--- src/rtl/midi_note_parser.sv ---
// midi_note_parser: decodes Note On/Off messages for one MIDI channel; define MIDI_RUNNING_STATUS_EN for running-status support
module midi_note_parser #(
  parameter bit VEL0_IS_OFF = 1'b1
) (
  input  logic       clk,
  input  logic       rst,
  input  logic       byte_rdy,
  input  logic [7:0] byte_in,
  input  logic [3:0] channel,
  output logic       note_on,
  output logic       note_off,
  output logic [6:0] note,
  output logic [6:0] velocity
);
`ifdef MIDI_RUNNING_STATUS_EN
  localparam bit RS = 1'b1;
`else
  localparam bit RS = 1'b0;
`endif
  typedef enum logic [1:0] {IDLE, D1, D2, SKIP} state_t;
  state_t state, state_nx;
  logic       on_st, on_st_nx;
  logic [1:0] msg_len, msg_len_nx, cnt, cnt_nx;
  logic [6:0] key, key_nx, note_nx, velocity_nx;
  logic       note_on_nx, note_off_nx;
  logic       status, data, fire, last;
  assign status = byte_rdy && byte_in[7] && byte_in < 8'hF8;
  assign data   = byte_rdy && !byte_in[7];
  assign fire   = data && state == D2;
  assign last   = cnt + 2'd1 == msg_len;
  // State and datapath registers; reset drops any partial message and running status
  always_ff @(posedge clk) begin
    if (rst) begin
      state    <= IDLE;
      on_st    <= 1'b0;
      msg_len  <= 2'd0;
      cnt      <= 2'd0;
      key      <= 7'd0;
      note_on  <= 1'b0;
      note_off <= 1'b0;
      note     <= 7'd0;
      velocity <= 7'd0;
    end else begin
      state    <= state_nx;
      on_st    <= on_st_nx;
      msg_len  <= msg_len_nx;
      cnt      <= cnt_nx;
      key      <= key_nx;
      note_on  <= note_on_nx;
      note_off <= note_off_nx;
      note     <= note_nx;
      velocity <= velocity_nx;
    end
  end
  // Next state: status bytes always restart decoding; data bytes walk the message, skipped messages are counted to keep alignment
  always_comb begin
    state_nx   = state;
    on_st_nx   = on_st;
    msg_len_nx = msg_len;
    cnt_nx     = cnt;
    key_nx     = key;
    if (status) begin
      cnt_nx     = 2'd0;
      on_st_nx   = byte_in[4];
      msg_len_nx = byte_in[7:4] == 4'hF ? 2'd0 : byte_in[7:5] == 3'b110 ? 2'd1 : 2'd2;
      state_nx   = byte_in[7:5] == 3'b100 && byte_in[3:0] == channel ? D1 : SKIP;
    end else if (data && state == D1) begin
      key_nx   = byte_in[6:0];
      state_nx = D2;
    end else if (fire) begin
      state_nx = RS ? D1 : IDLE;
    end else if (data && state == SKIP && msg_len != 2'd0) begin
      cnt_nx   = last ? 2'd0 : cnt + 2'd1;
      state_nx = last && !RS ? IDLE : SKIP;
    end
  end
  // Outputs: one-cycle pulse on a completed note message, note/velocity held until the next one
  always_comb begin
    note_on_nx  = fire && on_st && (byte_in[6:0] != 7'd0 || !VEL0_IS_OFF);
    note_off_nx = fire && !(on_st && (byte_in[6:0] != 7'd0 || !VEL0_IS_OFF));
    note_nx     = fire ? key : note;
    velocity_nx = fire ? byte_in[6:0] : velocity;
  end
endmodule

--- config.mk ---
export PLATFORM = sky130hd
export DESIGN_NAME = midi_note_parser
export DESIGN_NICKNAME = d
export VERILOG_FILES = /design/src/rtl/midi_note_parser.sv
export SDC_FILE = /design/constraint.sdc
export NUM_CORES = 1
export LEC_CHECK = 0
export ABC_AREA = 1
export CAP_MARGIN = 20
export CORE_MARGIN = 5
export CORE_UTILIZATION = 35
export CTS_BUF_LIST = sky130_fd_sc_hd__clkbuf_8
export DETAILED_ROUTE_END_ITERATION = 8
export GPL_ROUTABILITY_DRIVEN = 0
export PLACE_DENSITY = 0.68
export SETUP_SLACK_MARGIN = 0.1
export SLEW_MARGIN = 10
export SYNTH_ARGS = -nofsm -noshare
export SYNTH_HDL_FRONTEND = slang
export SYNTH_SLANG_ARGS = --single-unit
export TNS_END_PERCENT = 50
--- constraint.sdc ---
create_clock -name clk -period 1 [get_ports clk]
set_input_delay 0.3 -clock clk [delete_from_list [all_inputs] [get_ports clk]]
set_output_delay 0.3 -clock clk [all_outputs]
set_load 0.05 [all_outputs]
# ---- Word-level counts from Yosys, hierarchy flattened
# Index checks and enable logic that the tools add are counted.
# Widths: inputs -> output; s select.
dict set report totals {
  regBits 30
  input_bits 15
  out_inout_bits 16
  wordCells 51
}
dict set report classes {
  n_addsub 1
  n_lt_le_gt_ge 1
  eq_ne 8
  muxes 9
  bitwise 3
  n_reduce_logical 20
}
# cell n
set ops {}
lappend ops {{$mux 2} 9}
lappend ops {{$logic_and 1x1->1} 12}
lappend ops {{$lt 8x8->1 const B} 1}
lappend ops {{$reduce_bool 7->1} 1}
lappend ops {{$eq 3x3->1 const B} 2}
lappend ops {{$eq 2x2->1 const B} 2}
lappend ops {{$eq 4x4->1} 1}
lappend ops {{$eq 4x4->1 const B} 1}
lappend ops {{$reduce_bool 4->1} 1}
lappend ops {{$not 1->1} 3}
lappend ops {{$reduce_and 3->1} 1}
lappend ops {{$add 2x1->2 const B} 1}
lappend ops {{$eq 2x1->1 const B} 1}
lappend ops {{$eq 2x2->1} 1}
lappend ops {{$logic_not 1->1} 2}
lappend ops {{$reduce_and 2->1} 1}
lappend ops {{$reduce_bool 2->1} 1}
lappend ops {{$reduce_or 2->1} 1}

# ---- Depth between registers and ports, before layout
dict set report depth {
  word_depth 8
  mapped_depth 9
  ltp_nobuf 9
}

# ---- Worst setup path before layout
# OpenSTA, ideal clock, no wires.
dict set report synth_timing {
  kind {register to register}
  start {reg state[0]}
  end {reg state[0]}
  setup_ps 113
  arrival_ps 973
  t_required_ps 887
  path_slack_ps -86
  path_stages_with_launch 8
  path_buffers 0
  synth_period_minus_slack_ps 1086
  cell_sequence {dfxtp_1 -> inv_2 -> nor3_4 -> nor2_2 -> nand3_2 -> nor2_1 -> o21ai_1 -> inv_1}
}
dict set report synth_via {
  elab_chain_cells 5
  elab_cells_between_ends 11
  cone_classes {eq/ne (3); mux (3); reduce/logical (5)}
}
# item line_no
set synth_rtl {}
lappend synth_rtl {{start, declared} 21} ;# state_t state, state_nx;
lappend synth_rtl {{start signal, assigned} 44} ;# state <= state_nx;
lappend synth_rtl {{$eq 2x2->1} 29} ;# assign fire = data && state == D2;
lappend synth_rtl {{$logic_and 1x1->1} 29}
lappend synth_rtl {{$mux 2} 70} ;# end else if (fire) begin
lappend synth_rtl {{$mux 2} 67} ;# end else if (data && state == D1) begin
lappend synth_rtl {{$mux 2} 62} ;# if (status) begin
# Several ways; a longest one is shown, not always the timed one.
# A chain may end at the register's enable or synchronous reset.

# ---- Worst setup path in the final report
dict set report layout_timing {
  start {reg state[0]}
  end {reg velocity[5]}
}
dict set report layout_via {
  elab_chain_cells 2
}
# item line_no
set layout_rtl {}
lappend layout_rtl {{$eq 2x2->1} 29}
lappend layout_rtl {{$logic_and 1x1->1} 29}
lappend layout_rtl {{end signal, assigned} 52} ;# velocity <= velocity_nx;
lappend layout_rtl {{end, declared} 13} ;# output logic [6:0] velocity
# No other way between the ends.

==> impl_metrics.json <==
{
  "violations": "negative setup slack",
  "dpl.hpwl_mm": 2.40,
  "synth_flop_cell": "dfxtp_1",
  "fmax_mhz": 849,
  "die_height_um": 72.2,
  "wl_per_cell_um": 14.2,
  "yosys_warnings": 0,
  "ys_seq_area_frac": 0.444,
  "drtIter0Drc": 124,
  "dieWidth_um": 72.2,
  "yosysMostFrequentCell": "dfxtp_1",
  "cts_root_buf": "clkbuf_8",
  "clockBufferDepth": 2,
  "cts_buffers": 5,
  "met1_usage": 0.188,
  "relSlewSlack": 0.785,
  "yosysTopAreaCell": "dfxtp_1",
  "io_buffers": 30,
  "cp.required_ns": 1.20,
  "antenna_found_initial": 0,
  "r2r_slack_ns": -0.18,
  "setup_violations": 43,
  "diodes": 0,
  "rsz0062_at_grt": "true",
  "synth_area_leaders": "dfxtp_1 44%, o21ai_0 7.8%, nand2_1 7.5%, nor2_1 6.7%, a21oi_1 5.2%",
  "grtUsageTotal": 0.142,
  "wl_mm": 4.15,
  "ir_worst_vdd_uv": 725,
  "cts_tree": "done",
  "start_util": 0.364,
  "area_growth_pct": 84.6,
  "hold_buffers": 0,
  "grt_pass1_wl_mm": 5.80,
  "ff_latch_area_um2": 632,
  "fin_tns_setup_ns": -4.73,
  "vias_per_cell": 4.77,
  "n_fill_cell": 260,
  "cts_htree_levels": 2,
  "synth_edf_count": 0,
  "fin_nets": 259,
  "vias": 1392,
  "startpoint_type": "register",
  "post-route-util": 0.672,
  "fin_crit_sh": 1.18,
  "ys_ff_latch": 30,
  "grt_pass1_vias": 1243,
  "synthTopCellsByCount": "30 x dfxtp_1, 27 x nand2_1, 24 x nor2_1, 21 x o21ai_0, 18 x inv_1",
  "crit_path_end_kind": "register",
  "worst_pin_slew_ns": 0.320,
  "yosysUniqueCellTypes": 29,
  "crit_fanout": 5,
  "leakagePower_nw": 1.09,
  "io_pins": 31,
  "grt_max_degree": 22,
  "max_cap_viol_count": 0,
  "netlist_instances": 176,
  "grt_use_met3": 0.0263,
  "finalCriticalPeriod_ns": 1.18,
  "clk_latency_ns": 0.27,
  "fin_ws_ns": -0.178,
  "fp.coreArea_um2": 3720,
  "crit_type": "register to register",
  "busiest_layer": "met2",
  "slew_violations": 0,
  "power_mw": 3.10,
  "synth_top_area_share": 0.444,
  "cellPowerDensity_nw_per_um2": 1240,
  "ys_async_sr_fraction": 0,
  "clk_pin_slew_ns": 0.06,
  "clock_sink_count": 30,
  "hold_viol": 0,
  "hold_class": "primary input to register",
  "multi_input_comb_area_um2": 801,
  "die_area_um2": 5210,
  "drive_gt1_frac": 0.586,
  "ant_nets": 0,
  "syn-num-nets": 191,
  "fin_worst_skew_ns": 0.00242,
  "row_count": 22,
  "grt-ovfl-total": 0,
  "drc": 0,
  "avgSynthCellArea_um2": 7.68,
  "dr.pass1.iters": 5,
  "netlist_area_um2": 1350,
  "cp.arrival_ns": 1.38,
  "use_met2": 0.224,
  "status": "finished with violations"
}
==> report_power, final <==
part	switching, mW	total [mW]	internal, mW
sequential	0.0486	1.29	1.24
combinational	0.304	0.577	0.273
clock	0.438	1.23	0.796
total	0.791	3.10	2.31
==> logic make-up after synthesis <==
kind of cell / count (synthesis) / share of synthesized area
xor gates and xnor gates: 1 / 0.00648
and+or+nand+nor: 72 / 0.254
AOI/OAI and AO/OA: 45 / 0.202
DFF: 30 / 0.444
buffers and inverters: 28 / 0.0934
==> flip-flops by register name, summed over array words and instances (netlist names) <==
name,flops
cnt,2
key,7
msg_len,2
note,7
note_off,1
note_on,1
on_st,1
state,2
velocity,7
==> metal layers <==
metal | vias up | routed length [µm]
met4 | 0 | 63
met3 | 9 | 181
li1 | 710 | -
met2 | 37 | 2130
met5 | - | 0
met1 | 636 | 1770
==> through the flow <==
| step | worst slack, ns | cells | hold WS, ns | area [µm²] |
|---|---|---|---|---|
| detailed placement | -0.684 | 271 | 0.460 | 2050 |
| global placement | -0.650 | 271 | 0.455 | 2050 |
| global route | -0.253 | 292 | 0.417 | 2500 |
| finish | -0.178 | 292 | 0.396 | 2500 |
| floorplan | -0.0599 | 176 | 0.359 | 1400 |
| CTS | -0.132 | 281 | 0.386 | 2280 |
==> final timing paths <==
check | startpoint | cells past startpoint | end
setup / recovery | state[0]$_SDFFE_PP0P_ | 7 | velocity[5]$_SDFFE_PP0P_
setup reg to reg | state[0]$_SDFFE_PP0P_ | 7 | velocity[5]$_SDFFE_PP0P_
hold reg to reg | key[6]$_SDFFE_PP0P_ | 2 | note[6]$_SDFFE_PP0P_
hold / removal | byte_in[4] | 3 | on_st$_SDFFE_PP0P_
==> placed cells by master, fill, tap and decap left out, drive strengths merged <==
master / synthesis / layout
nand3: 10 / 10
nor2: 26 / 26
dfxtp: 30 / 30
o32ai: 1 / 1
bufinv: 0 / 1
xnor2: 1 / 1
clkdlybuf4s15: 0 / 1
clkbuf: 1 / 7
a21oi: 17 / 17
nand4: 2 / 2
nor3: 2 / 2
clkdlybuf4s50: 0 / 1
o21bai: 1 / 1
inv: 22 / 23
dlymetal6s2s: 0 / 3
nor4: 2 / 2
o21ai: 25 / 25
nand2: 30 / 30
buf: 4 / 56
a211oi: 1 / 1
dlygate4sd2: 0 / 4
==> worst max-delay path, cell delays in order, from the launching register on <==
cell	delay [ns]
dfxtp_2	0.34
inv_4	0.08
nand2_4	0.05
nor2_4	0.18
buf_6	0.15
buf_6	0.11
o21ai_1	0.06
a21oi_1	0.13
==> timing repair <==
item                       in CTS  in global routing
cloned                          0                  2
resized for setup              70                 42
setup endpoints to repair      46                 46
buffers inserted                3                  9
pin swaps                      13                 14
==> final cells by class <==
| class | count | area share |
|---|---|---|
| Tap cell | 48 | 0.0240 |
| Clock buffer | 6 | 0.0331 |
| Multi-Input combinational cell | 118 | 0.321 |
| Clock inverter | 1 | 0.0120 |
| Inverter | 23 | 0.0386 |
| Timing Repair Buffer | 66 | 0.319 |
| Sequential cell | 30 | 0.253 |
Power figures use the tool's default switching activity.
